--- config.mk ---
export PLATFORM = sky130hd
export DESIGN_NAME = arb_matrix_state_flat
export DESIGN_NICKNAME = d
export VERILOG_FILES = /design/src/rtl/arb_matrix_state_if.sv /design/src/rtl/arb_matrix_state.sv /design/src/flat_wrapper.sv
export SDC_FILE = /design/constraint.sdc
export NUM_CORES = 1
export LEC_CHECK = 0
export ABC_AREA = 1
export BUFFER_PORTS_ARGS = -buffer_cell sky130_fd_sc_hd__buf_2
export CORE_MARGIN = 5
export CORE_UTILIZATION = 25
export CTS_CLUSTER_SIZE = 20
export DETAILED_ROUTE_END_ITERATION = 12
export PLACE_DENSITY = 0.51
export SYNTH_ARGS = -nofsm -noshare
export SYNTH_HDL_FRONTEND = slang
export SYNTH_SLANG_ARGS = --single-unit
--- constraint.sdc ---
create_clock -name clk -period 3.01 [get_ports clk]
set_input_delay 0.1505 -clock clk [delete_from_list [all_inputs] [get_ports clk]]
set_output_delay 0.1505 -clock clk [all_outputs]
set_load 0.03 [all_outputs]
--- src/rtl/arb_matrix_state_if.sv ---
// Handshake bundle between the matrix-arbiter priority stage, its request source,
// the combinational grant stage and the grant consumer.
interface arb_matrix_state_if #(
  parameter int WIDTH = 4,
  parameter int IDXW  = $clog2(WIDTH)
);
  logic [WIDTH-1:0] v_req;
  logic [WIDTH-1:0] vv_matrix [WIDTH-1:0];
  logic [WIDTH-1:0] v_vld_s;
  logic [WIDTH-1:0] v_grant;
  logic             gnt_vld;
  logic             gnt_rdy;
  logic [WIDTH-1:0] gnt_onehot;
  logic [IDXW-1:0]  gnt_idx;
  logic [WIDTH-1:0] v_ack;
  logic             err;

  modport slave (
    input  v_req, v_grant, gnt_rdy,
    output vv_matrix, v_vld_s, gnt_vld, gnt_onehot, gnt_idx, v_ack, err
  );

  modport master (
    output v_req, v_grant, gnt_rdy,
    input  vv_matrix, v_vld_s, gnt_vld, gnt_onehot, gnt_idx, v_ack, err
  );
endinterface

--- src/rtl/arb_matrix_state.sv ---
// Least-recently-granted priority matrix plus request snapshot / grant handshake
// stage that feeds and consumes the combinational matrix grant stage.
module arb_matrix_state #(
  parameter int WIDTH = 4,
  parameter int IDXW  = $clog2(WIDTH)
) (
  input  logic                clk,
  input  logic                rst_n,
  arb_matrix_state_if.slave   bus
);

  typedef enum logic [1:0] {IDLE, ARB, GNT} state_t;

  state_t           state_reg;
  logic [WIDTH-1:0] req_q_reg;
  logic [WIDTH-1:0] vld_s_reg;
  logic             gnt_vld_reg;
  logic [WIDTH-1:0] gnt_onehot_reg;
  logic [IDXW-1:0]  gnt_idx_reg;
  logic [WIDTH-1:0] ack_reg;
  logic             err_reg;
  logic [WIDTH-1:0] matrix_reg [WIDTH-1:0];

  logic [WIDTH-1:0] masked_next;
  logic [WIDTH-1:0] lowest_next;
  logic [IDXW-1:0]  idx_next;
  logic             multi_next;
  logic             stray_next;
  logic             handshake;

  // Only grant bits that were actually requested count; the rest flag an error.
  assign masked_next = bus.v_grant & req_q_reg;
  assign lowest_next = masked_next & (~masked_next + WIDTH'(1));
  assign multi_next  = |(masked_next & (masked_next - WIDTH'(1)));
  assign stray_next  = |(bus.v_grant & ~req_q_reg);
  assign handshake   = (state_reg == GNT) && gnt_vld_reg && bus.gnt_rdy;

  always_comb begin
    idx_next = '0;
    for (int i = 0; i < WIDTH; i++) begin
      if (lowest_next[i]) idx_next = IDXW'(i);
    end
  end

  always_ff @(posedge clk or negedge rst_n) begin
    if (!rst_n) begin
      state_reg      <= IDLE;
      req_q_reg      <= '0;
      vld_s_reg      <= '0;
      gnt_vld_reg    <= 1'b0;
      gnt_onehot_reg <= '0;
      gnt_idx_reg    <= '0;
      ack_reg        <= '0;
      err_reg        <= 1'b0;
    end else begin
      ack_reg <= '0;
      case (state_reg)
        IDLE: begin
          if (|bus.v_req) begin
            req_q_reg <= bus.v_req;
            vld_s_reg <= bus.v_req;
            state_reg <= ARB;
          end
        end
        ARB: begin
          vld_s_reg <= '0;
          if (masked_next == '0) begin
            err_reg   <= 1'b1;
            state_reg <= IDLE;
          end else begin
            if (multi_next || stray_next) err_reg <= 1'b1;
            gnt_onehot_reg <= lowest_next;
            gnt_idx_reg    <= idx_next;
            gnt_vld_reg    <= 1'b1;
            state_reg      <= GNT;
          end
        end
        GNT: begin
          if (handshake) begin
            ack_reg     <= gnt_onehot_reg;
            gnt_vld_reg <= 1'b0;
            state_reg   <= IDLE;
          end
        end
        default: state_reg <= IDLE;
      endcase
    end
  end

  // Winner drops below everyone: clear its row, set its column in all other rows.
  generate
    for (genvar gi = 0; gi < WIDTH; gi++) begin : g_row
      localparam logic [WIDTH-1:0] ROW_RST = {WIDTH{1'b1}} << (gi + 1);
      always_ff @(posedge clk or negedge rst_n) begin
        if (!rst_n) begin
          matrix_reg[gi] <= ROW_RST;
        end else if (handshake) begin
          if (gnt_onehot_reg[gi]) matrix_reg[gi] <= '0;
          else                    matrix_reg[gi] <= matrix_reg[gi] | gnt_onehot_reg;
        end
      end
      assign bus.vv_matrix[gi] = matrix_reg[gi];
    end
  endgenerate

  assign bus.v_vld_s    = vld_s_reg;
  assign bus.gnt_vld    = gnt_vld_reg;
  assign bus.gnt_onehot = gnt_onehot_reg;
  assign bus.gnt_idx    = gnt_idx_reg;
  assign bus.v_ack      = ack_reg;
  assign bus.err        = err_reg;

endmodule

--- src/flat_wrapper.sv ---
// flat-port wrapper written by rule: the top's interface ports become plain ports
module arb_matrix_state_flat 
#(
  parameter int WIDTH = 4,
  parameter int IDXW  = $clog2(WIDTH)
)
  (clk, rst_n, bus_v_req, bus_v_grant, bus_gnt_rdy, bus_vv_matrix, bus_v_vld_s, bus_gnt_vld, bus_gnt_onehot, bus_gnt_idx, bus_v_ack, bus_err);
  arb_matrix_state_if #(.WIDTH(WIDTH), .IDXW(IDXW)) bus_i ();
  input  logic clk;
  input  logic rst_n;
  input wire logic [$bits(bus_i.v_req)-1:0] bus_v_req;
  input wire logic [$bits(bus_i.v_grant)-1:0] bus_v_grant;
  input wire logic [$bits(bus_i.gnt_rdy)-1:0] bus_gnt_rdy;
  output wire logic [$bits(bus_i.vv_matrix)-1:0] bus_vv_matrix;
  output wire logic [$bits(bus_i.v_vld_s)-1:0] bus_v_vld_s;
  output wire logic [$bits(bus_i.gnt_vld)-1:0] bus_gnt_vld;
  output wire logic [$bits(bus_i.gnt_onehot)-1:0] bus_gnt_onehot;
  output wire logic [$bits(bus_i.gnt_idx)-1:0] bus_gnt_idx;
  output wire logic [$bits(bus_i.v_ack)-1:0] bus_v_ack;
  output wire logic [$bits(bus_i.err)-1:0] bus_err;
  assign bus_i.v_req = bus_v_req;
  assign bus_i.v_grant = bus_v_grant;
  assign bus_i.gnt_rdy = bus_gnt_rdy;
  assign bus_vv_matrix = {>>{bus_i.vv_matrix}};
  assign bus_v_vld_s = bus_i.v_vld_s;
  assign bus_gnt_vld = bus_i.gnt_vld;
  assign bus_gnt_onehot = bus_i.gnt_onehot;
  assign bus_gnt_idx = bus_i.gnt_idx;
  assign bus_v_ack = bus_i.v_ack;
  assign bus_err = bus_i.err;
  arb_matrix_state #(.WIDTH(WIDTH), .IDXW(IDXW)) u_core (.clk(clk), .rst_n(rst_n), .bus(bus_i));
endmodule
==> flow_summary_export.csv, run 1 <==
group,metric,value,unit
layout,drive_gt1_frac,0.289,
synthesis,syn_avg_cell_area,9.15,sq um
layout,largest_reg_flops,16,
cts,clock_path_buffers,2,
die,fp.dieArea,7860,sq um
timing,tightest_slew,0.842,ns
drt,vias,1209,
synthesis,seq_area_frac_synth,0.620,
worst_setup_path,worstPathRequired,3.17,ns
power_and_ir_drop,pwr-share-seq,0.375,
synthesis,ys_seq_elements,38,
power_and_ir_drop,comb_power_share,0.427,
drt,dr.pass1.iters,4,
worst_setup_path,cp-endpoint,"u_core.bus.v_vld_s[3]$_DFFE_PN0P_",
layout,regArea,958,sq um
timing,max_freq,0.674,GHz
drt,drt_iter0_markers,62,
timing,finalCriticalPeriod,1.48,ns
cts,cts_buffers,5,
timing,slew_viol_final,0,
worst_setup_path,path_cells,"inv_1, ha_1, inv_2, or2_1, nand3_1, o21ai_0",
timing,finalSetupTns,0,ns
cts,cts_resized,0,
worst_setup_path,end_kind,"flip-flop",
global_route,grt_start_max_net_pins,39,
run_status,violations,"hold timing",
worst_setup_path,cp_num_cells,6,
synthesis,synth_top_area_cell,"dfrtp_1",
die,rows,28,
worst_setup_path,r2r-start,"u_core.state_reg[1]$_DFFE_PN0P_",
drt,postRouteAntennaNets,0,
layout,fill_cells,652,
die,fp.dieW,88.7,um
placed_design,dp_hpwl,2.59,mm
worst_setup_path,path_buf_inv,2,
power_and_ir_drop,totalPowerFinal,2.25,mW
timing,finClkSkew,0.00248,ns
timing,slew_headroom,0.439,
power_and_ir_drop,power_leakage,1.06,nW
cts,cts_max_level,2,
die,fp.dieH,88.7,um
worst_setup_path,critPathLaunch,"u_core.state_reg[1]$_DFFE_PN0P_",
layout,antenna_cells,0,
global_route,overflow,0,
worst_setup_path,crit_fanout,8,
die,io_pins,43,
cts,cts_tree,"yes",
synthesis,postSynthCellCount,169,
layout,area_growth,26.9,%
min_path,hp-class,"in -> async",
worst_setup_path,r2r_end,"u_core.bus.v_vld_s[3]$_DFFE_PN0P_",
layout,multiInputGateArea,512,sq um
timing,period_share,0.493,
cts,cts-root-buf,"clkbuf_8",
worst_setup_path,cp_slowest_cell,"dfrtp_1",
power_and_ir_drop,pwr-share-clk,0.198,
synthesis,yosysWarnings,0,
power_and_ir_drop,powerDensity,1150,nW/um^2
run_status,run_status,"finished, violations left",
drt,drc,0,
drt,vias_per_cell,4.13,
cts,cts_sinks,38,
worst_setup_path,reg2reg_setup_slack,1.53,ns
run,drv_cap,0,
global_route,grt_pass1_vias,1218,
placed_design,routabilityCongestion,0.762,
synthesis,yosys-top-cells-area,"dfrtp_1 52%, dfstp_2 10%, nand2_1 9.5%",
cts,post_cts_buffers,0,
worst_setup_path,cpPeakStageDelay,0.40,ns
drt,wire_per_inst,11.8,um
global_route,grt_usage,0.0987,
worst_setup_path,crit_family,"flip-flops",
worst_setup_path,crit_type,"reg -> reg",
timing,rsz0062_at_grt,"false",
worst_setup_path,start_kind,"flip-flop",
worst_setup_path,worst_ep_arrival_time,1.64,ns
placed_design,port_buffers,42,
cts,path_clk_slew,0.07,ns
global_route,antenna_found_initial,0,
worst_setup_path,r2r_cells,6,
power_and_ir_drop,power.internal,1.28,mW
power_and_ir_drop,peakVddDrop,0.000491,V
die,core,5960,sq um
synthesis,synth_cell_types,19,
timing,hold_ws,-0.0304,ns
global_route,grt_pass1_wl,5.92,mm
synthesis,synth_top_area_frac,0.518,
synthesis,syn_nets,183,
timing,setup-violations-final,0,
timing,hold_violations,32,
power_and_ir_drop,p_sw_frac,0.431,
drt,drt_wl_total,3.46,mm
synthesis,syn_area,1550,sq um
power_and_ir_drop,p_switching,0.968,mW
cts,clkLatencyLatePin,0.28,ns
cts,cts_hold_buf,0,
die,start_util,0.260,
layout,layout.nets,231,
==> metrics by stage <==
| step | cell area (sq um) | std cells | setup slack (ns) | utilization | hold slack [ns] |
|---|---|---|---|---|---|
| global placement | 1850 | 285 | 1.59 | 0.310 | 0.305 |
| finish | 1960 | 293 | 1.53 | 0.329 | -0.0304 |
| CTS | 1960 | 293 | 1.53 | 0.329 | 0.00264 |
| global route | 1960 | 293 | 1.40 | 0.329 | 0.0458 |
| detailed placement | 1850 | 285 | 1.54 | 0.310 | 0.314 |
| floorplan | 1550 | 169 | 1.73 | - | -0.145 |
==> area by class of cell <==
type / instances / share of cell area
clock buffers: 7 / 0.0440
clock inverters: 1 / 0.0153
inverters: 19 / 0.0364
multi-input cells: 111 / 0.261
flip-flops and latches: 38 / 0.489
well taps: 75 / 0.0478
repair buffers: 42 / 0.107
==> layer usage <==
metal / wire (um) / GRT usage / up-vias
met5: 0 / 0 / -
met1: 1750 / 0.136 / 546
met2: 1360 / 0.141 / 43
met3: 327 / 0.0419 / 2
li1: - / - / 618
met4: 23 / 0.0288 / 0
==> worst register-to-register path: cells and delay by family, from the launching register on <==
kind	cells	cell delay, ns
AOI/OAI and AO/OA	1	0.08
adders and majority gates	1	0.33
buffers and inverters	2	0.17
DFF	1	0.40
and+or+nand+nor	2	0.37
==> cell usage in the layout (no fill, tap or decap), drive strengths merged, types with 2 or more instances in the layout <==
cell type	instances
o21ai	10
dfstp	6
ha	3
nand3	15
buf	42
nor2	37
inv	19
nand4	2
nand2	40
dfrtp	32
clkbuf	7
==> cells by family after synthesis <==
kind of cell	count (synthesis)	synth area share
DFF	38	0.620
AOI/OAI and AO/OA	12	0.0429
and+or+nand+nor	96	0.264
adders and majority gates	3	0.0243
buffers and inverters	20	0.0493
==> power groups by stage <==
stage / logic [mW] / registers [mW] / clock network (mW)
3_5_place_dp: 0.976 / 0.854 / 0
4_1_cts: 0.978 / 0.846 / 0.459
2_1_floorplan: 0.379 / 1.16 / 0
5_1_grt: 1.08 / 0.872 / 0.485
6_report: 0.961 / 0.843 / 0.444
3_3_place_gp: 0.964 / 0.855 / 0
==> synth_stat cells <==
cell type / instances
nor2_2: 4
nand3b_1: 1
inv_1: 18
a21oi_1: 1
ha_1: 3
inv_2: 1
a21boi_0: 1
o21ai_2: 1
nor2_1: 33
clkbuf_2: 1
dfstp_2: 6
nand3_1: 14
or2_1: 1
nand2_1: 39
dfrtp_1: 32
nand4_1: 2
o21ai_0: 9
nand3_2: 1
nand2_2: 1
==> worst min-delay path by stage <==
stage                     depth (start not counted)  startpoint  slack, ns                              endpoint
after floorplan                                   0       rst_n      -0.15            u_core.bus.err$_DFFE_PN0P_
after global placement                            1       rst_n       0.31         u_core.bus.v_ack[0]$_DFF_PN0_
after detailed placement                          1       rst_n       0.31         u_core.bus.v_ack[0]$_DFF_PN0_
after CTS                                         1       rst_n      0.003  u_core.bus.vv_matrix[13]$_DFFE_PN0N_
after global routing                              1       rst_n       0.05   u_core.bus.vv_matrix[9]$_DFFE_PN0N_
final                                             1       rst_n      -0.03         u_core.bus.v_ack[0]$_DFF_PN0_
No activity file was read; power rests on OpenSTA's default activity.
==> run 2: changes to the inputs <==
clock period = 1.48 ns   (was 3.01 ns; I/O delays follow)
==> flow_summary_export.csv, run 2 (synthesis gave the netlist of run 1 again) <==
group,metric,value,unit
timing,slew_headroom,0.673,
run,drv_cap,0,
run_status,run_status,"completed",
timing,max_freq,0.747,GHz
timing,finClkSkew,0.00831,ns
cts,post_cts_buffers,0,
cts,path_clk_slew,0.08,ns
timing,hold_violations,0,
timing,period_share,0.904,
power_and_ir_drop,peakVddDrop,0.000988,V
drt,drc,0,
drt,dr.pass1.iters,4,
worst_setup_path,end_kind,"flip-flop",
timing,finalSetupTns,0,ns
cts,clock_path_buffers,2,
die,fp.dieArea,7860,sq um
drt,drt_iter0_markers,41,
layout,layout.nets,235,
die,rows,28,
drt,postRouteAntennaNets,0,
drt,wire_per_inst,11.9,um
layout,fill_cells,623,
worst_setup_path,crit_type,"reg -> reg",
timing,tightest_slew,0.490,ns
cts,cts_sinks,38,
power_and_ir_drop,powerDensity,2340,nW/um^2
die,core,5960,sq um
die,io_pins,43,
layout,instances_no_fill,297,
timing,slew_viol_final,0,
worst_setup_path,path_cells,"inv_1, ha_1, nand3_4, nor2_2, buf_4, nor2_1, nor2_1",
global_route,grt_usage,0.100,
cts,clkLatencyLatePin,0.29,ns
worst_setup_path,cp_slowest_cell,"dfrtp_1",
timing,rsz0062_at_grt,"false",
worst_setup_path,start_kind,"flip-flop",
power_and_ir_drop,power_leakage,1.09,nW
worst_setup_path,reg2reg_setup_slack,0.14,ns
worst_setup_path,worstPathRequired,1.71,ns
cts,cts_buffers,5,
die,start_util,0.260,
cts,cts_tree,"yes",
layout,final_common_cell,"buf_2",
die,fp.dieH,88.7,um
layout,final_cell_mix,"42 x buf_2, 39 x nand2_1, 33 x nor2_1, 32 x dfrtp_1, 18 x inv_1",
drt,vias,1257,
placed_design,port_buffers,42,
layout,largest_reg_flops,16,
drt,drt_wl_total,3.53,mm
global_route,grt_pass1_vias,1265,
global_route,overflow,0,
worst_setup_path,crit_fanout,8,
global_route,antenna_found_initial,0,
timing,finalCriticalPeriod,1.34,ns
drt,vias_per_cell,4.23,
layout,antenna_cells,0,
worst_setup_path,worst_ep_arrival_time,1.57,ns
layout,drive_gt1_frac,0.306,
placed_design,numPlacedInstances,288,
timing,setup-violations-final,0,
cts,cts_max_level,2,
layout,area_growth,32.8,%
cts,cts-root-buf,"clkbuf_8",
worst_setup_path,cpPeakStageDelay,0.40,ns
placed_design,routabilityCongestion,0.785,
die,fp.dieW,88.7,um
timing,hold_ws,0.0574,ns
global_route,grt_start_max_net_pins,21,
placed_design,dp_hpwl,2.70,mm
min_path,hp-class,"in -> reg",
worst_setup_path,cp_common_cell,"nor2_1",
global_route,grt_pass1_wl,6.02,mm
## run 2: changes by cell type in the layout (fill, tap and decap cells not counted), sizes merged
cell / before / now
buf: 42 / 45
dlygate4sd3: 0 / 1
clkinv: 0 / 1
clkbuf: 7 / 5
bufinv: 1 / 2
## run 2: critical path, delay by kind of cell (launching register included)
kind	cells	cell delay (ns)
adder cells (fa/ha/maj)	1	0.25
buffers and inverters	2	0.25
AND/OR/NAND/NOR	4	0.38
flip-flops	1	0.40
## run 2: metal layers
layer | GRT usage | up-vias | part of all wire
met3 | 0.0326 | 7 | 0.080
li1 | - | 631 | -
met4 | 0.0453 | 0 | 0.018
met2 | 0.146 | 40 | 0.42
met5 | 0 | - | 0
met1 | 0.135 | 579 | 0.48
## run 2: what timing repair did
action	in CTS	in global routing
hold buffers	1	0
setup endpoints to repair	0	15
endpoints found under the hold margin	17	0
resized for setup	0	5
## run 2: worst paths after layout
path                                            startpoint                                   to  cells past startpoint
min in group asynchronous                            rst_n      u_core.req_q_reg[1]$_DFFE_PN0P_                      2
min reg2reg                     u_core.bus.err$_DFFE_PN0P_           u_core.bus.err$_DFFE_PN0P_                      2
max in group asynchronous                            rst_n  u_core.bus.vv_matrix[3]$_DFFE_PN1N_                      3
min                                           bus_v_req[2]      u_core.req_q_reg[2]$_DFFE_PN0P_                      3
max                        u_core.state_reg[0]$_DFFE_PN0P_  u_core.bus.vv_matrix[9]$_DFFE_PN0N_                      7
max reg2reg                u_core.state_reg[0]$_DFFE_PN0P_  u_core.bus.vv_matrix[9]$_DFFE_PN0N_                      7
## run 2: area by class of cell
cell class	instances	area (sq um)	area share
inverter	19	71.3	0.0347
multi-input combinational	111	537	0.261
clock inverter	3	68.8	0.0335
clock buffer	5	68.8	0.0335
sequential	38	958	0.467
tap	75	93.8	0.0457
timing repair buffer	46	255	0.124
## run 2: stage by stage
| step | util | setup WS (ns) | instance area [sq um] | total power, mW |
|---|---|---|---|---|
| CTS | 0.341 | 0.0343 | 2030 | 4.84 |
| floorplan | - | 0.200 | 1550 | 3.13 |
| global placement | 0.316 | 0.106 | 1880 | 3.73 |
| detailed placement | 0.316 | 0.0580 | 1880 | 3.75 |
| global route | 0.345 | 0.0350 | 2050 | 5.15 |
| finish | 0.345 | 0.142 | 2050 | 4.80 |
## run 2: report_power, final
part           switching (mW)  total (mW)  internal (mW)
clock network           0.382        1.06          0.675
logic                    1.42        2.02          0.597
registers               0.231        1.72           1.49
==> run 3: changes to the inputs <==
PLACE_DENSITY = 0.53   (was 0.51)
==> flow_summary_export.csv, run 3 (synthesis gave the netlist of run 1 again) <==
group,metric,value,unit
placed_design,pre_cts_ws,0.0708,ns
timing,rsz0062_at_grt,"true",
die,core,5960,sq um
die,fp.dieW,88.7,um
cts,clkLatencyLatePin,0.29,ns
layout,area_growth,27.8,%
timing,fin_ws,0.0870,ns
die,fp.dieArea,7860,sq um
timing,finalCriticalPeriod,1.39,ns
layout,regArea,958,sq um
worst_setup_path,crit_type,"reg -> reg",
power_and_ir_drop,peakVddDrop,0.000974,V
worst_setup_path,crit_fanout,8,
global_route,grtUsageMet2,0.148,
drt,drt_wl_total,3.55,mm
cts,cts_buffers,5,
layout,instances_no_fill,297,
global_route,grtUsageMet3,0.0410,
worst_setup_path,r2r_end,"u_core.bus.vv_matrix[3]$_DFFE_PN1N_",
power_and_ir_drop,totalPowerFinal,4.46,mW
timing,period_share,0.941,
die,io_pins,43,
placed_design,postPlaceCellArea,1870,sq um
global_route,grt_start_max_net_pins,17,
die,start_util,0.260,
worst_setup_path,cp-endpoint,"u_core.bus.vv_matrix[3]$_DFFE_PN1N_",
timing,slew_viol_final,0,
timing,finClkSkew,0.00430,ns
timing,finalSetupTns,0,ns
layout,final_common_cell,"buf_2",
cts,cts-root-buf,"clkbuf_8",
global_route,overflow,0,
power_and_ir_drop,power_leakage,1.07,nW
layout,multiInputGateArea,514,sq um
placed_design,numPlacedInstances,288,
drt,dr.pass1.iters,4,
timing,max_freq,0.718,GHz
global_route,grt_pass1_vias,1224,
layout,largest_reg_flops,16,
timing,hold_ws,0.0590,ns
worst_setup_path,worstPathRequired,1.70,ns
cts,cts_max_level,2,
worst_setup_path,r2r_cells,6,
run_status,run_status,"completed",
timing,tightest_slew,0.352,ns
drt,drt_iter0_markers,57,
layout,final_cell_mix,"42 x buf_2, 39 x nand2_1, 33 x nor2_1, 32 x dfrtp_1, 18 x inv_1",
die,rows,28,
drt,vias,1256,
global_route,grt_pass1_wl,5.99,mm
layout,layout.nets,235,
cts,cts_sinks,38,
run,drv_cap,0,
worst_setup_path,critPathLaunch,"u_core.state_reg[0]$_DFFE_PN0P_",
global_route,grt.busiest_layer,"met2",
power_and_ir_drop,powerDensity,2260,nW/um^2
worst_setup_path,start_kind,"flip-flop",
cts,path_clk_slew,0.07,ns
placed_design,routabilityCongestion,0.769,
cts,cts_tree,"yes",
die,fp.dieH,88.7,um
min_path,hp-start,"bus_v_req[0]",
timing,hold_violations,0,
global_route,antenna_found_initial,0,
cts,clock_path_buffers,2,
global_route,grt_usage,0.100,
timing,setup-violations-final,0,
placed_design,dp_hpwl,2.78,mm
global_route,use_met1,0.133,
worst_setup_path,worst_ep_arrival_time,1.62,ns
layout,drive_gt1_frac,0.306,
layout,antenna_cells,0,
drt,postRouteAntennaNets,0,
min_path,hp-class,"in -> reg",
timing,slew_headroom,0.765,
worst_setup_path,reg2reg_setup_slack,0.09,ns
layout,post-route-util,0.332,
layout,fill_cells,645,
drt,wire_per_inst,11.9,um
layout,finalInstanceArea,1980,sq um
placed_design,port_buffers,42,
drt,drc,0,
worst_setup_path,r2r-start,"u_core.state_reg[0]$_DFFE_PN0P_",
drt,vias_per_cell,4.23,
worst_setup_path,end_kind,"flip-flop",
==> run 3: cell type report <==
type	instances	share of cell area
sequential	38	0.485
multi-input combinational	111	0.260
timing repair buffer	46	0.123
tap	75	0.0475
clock buffer	6	0.0418
inverter	19	0.0361
clock inverter	2	0.00633
==> run 3: worst min path at each step <==
| stage | slack (ns) | to | cells past startpoint |
|---|---|---|---|
| 2_1_floorplan | -0.22 | u_core.bus.err$_DFFE_PN0P_ | 0 |
| 5_1_grt | 0.06 | u_core.req_q_reg[1]$_DFFE_PN0P_ | 3 |
| 3_5_place_dp | -0.0006 | u_core.bus.v_ack[1]$_DFF_PN0_ | 1 |
| 6_report | 0.06 | u_core.req_q_reg[0]$_DFFE_PN0P_ | 3 |
| 4_1_cts | 0.05 | u_core.req_q_reg[0]$_DFFE_PN0P_ | 3 |
| 3_3_place_gp | 0.001 | u_core.bus.v_ack[0]$_DFF_PN0_ | 1 |
==> run 3: what timing repair did <==
action | CTS | global route
gates resized for setup | 0 | 1
hold buffers | 1 | 0
setup endpoints to repair | 0 | 16
buffers inserted | 0 | 0
hold endpoints to repair | 14 | 0
==> run 3: layer usage <==
layer | share of wire | up-vias
met1 | 0.48 | 572
met2 | 0.42 | 48
met5 | 0 | -
met3 | 0.091 | 7
li1 | - | 629
met4 | 0.014 | 0
==> run 3: power by group <==
| group | switching [mW] | total [mW] | internal [mW] |
|---|---|---|---|
| logic | 1.40 | 1.99 | 0.593 |
| clock network | 0.367 | 0.741 | 0.374 |
| registers | 0.236 | 1.73 | 1.49 |
| total | 2.00 | 4.46 | 2.46 |
==> run 3: critical path: stages (launching register included) <==
cell     delay [ns]
dfrtp_1        0.40
inv_1          0.09
ha_1           0.22
nand3_2        0.15
nor2_2         0.30
nor2_1         0.07
nor2_1         0.10
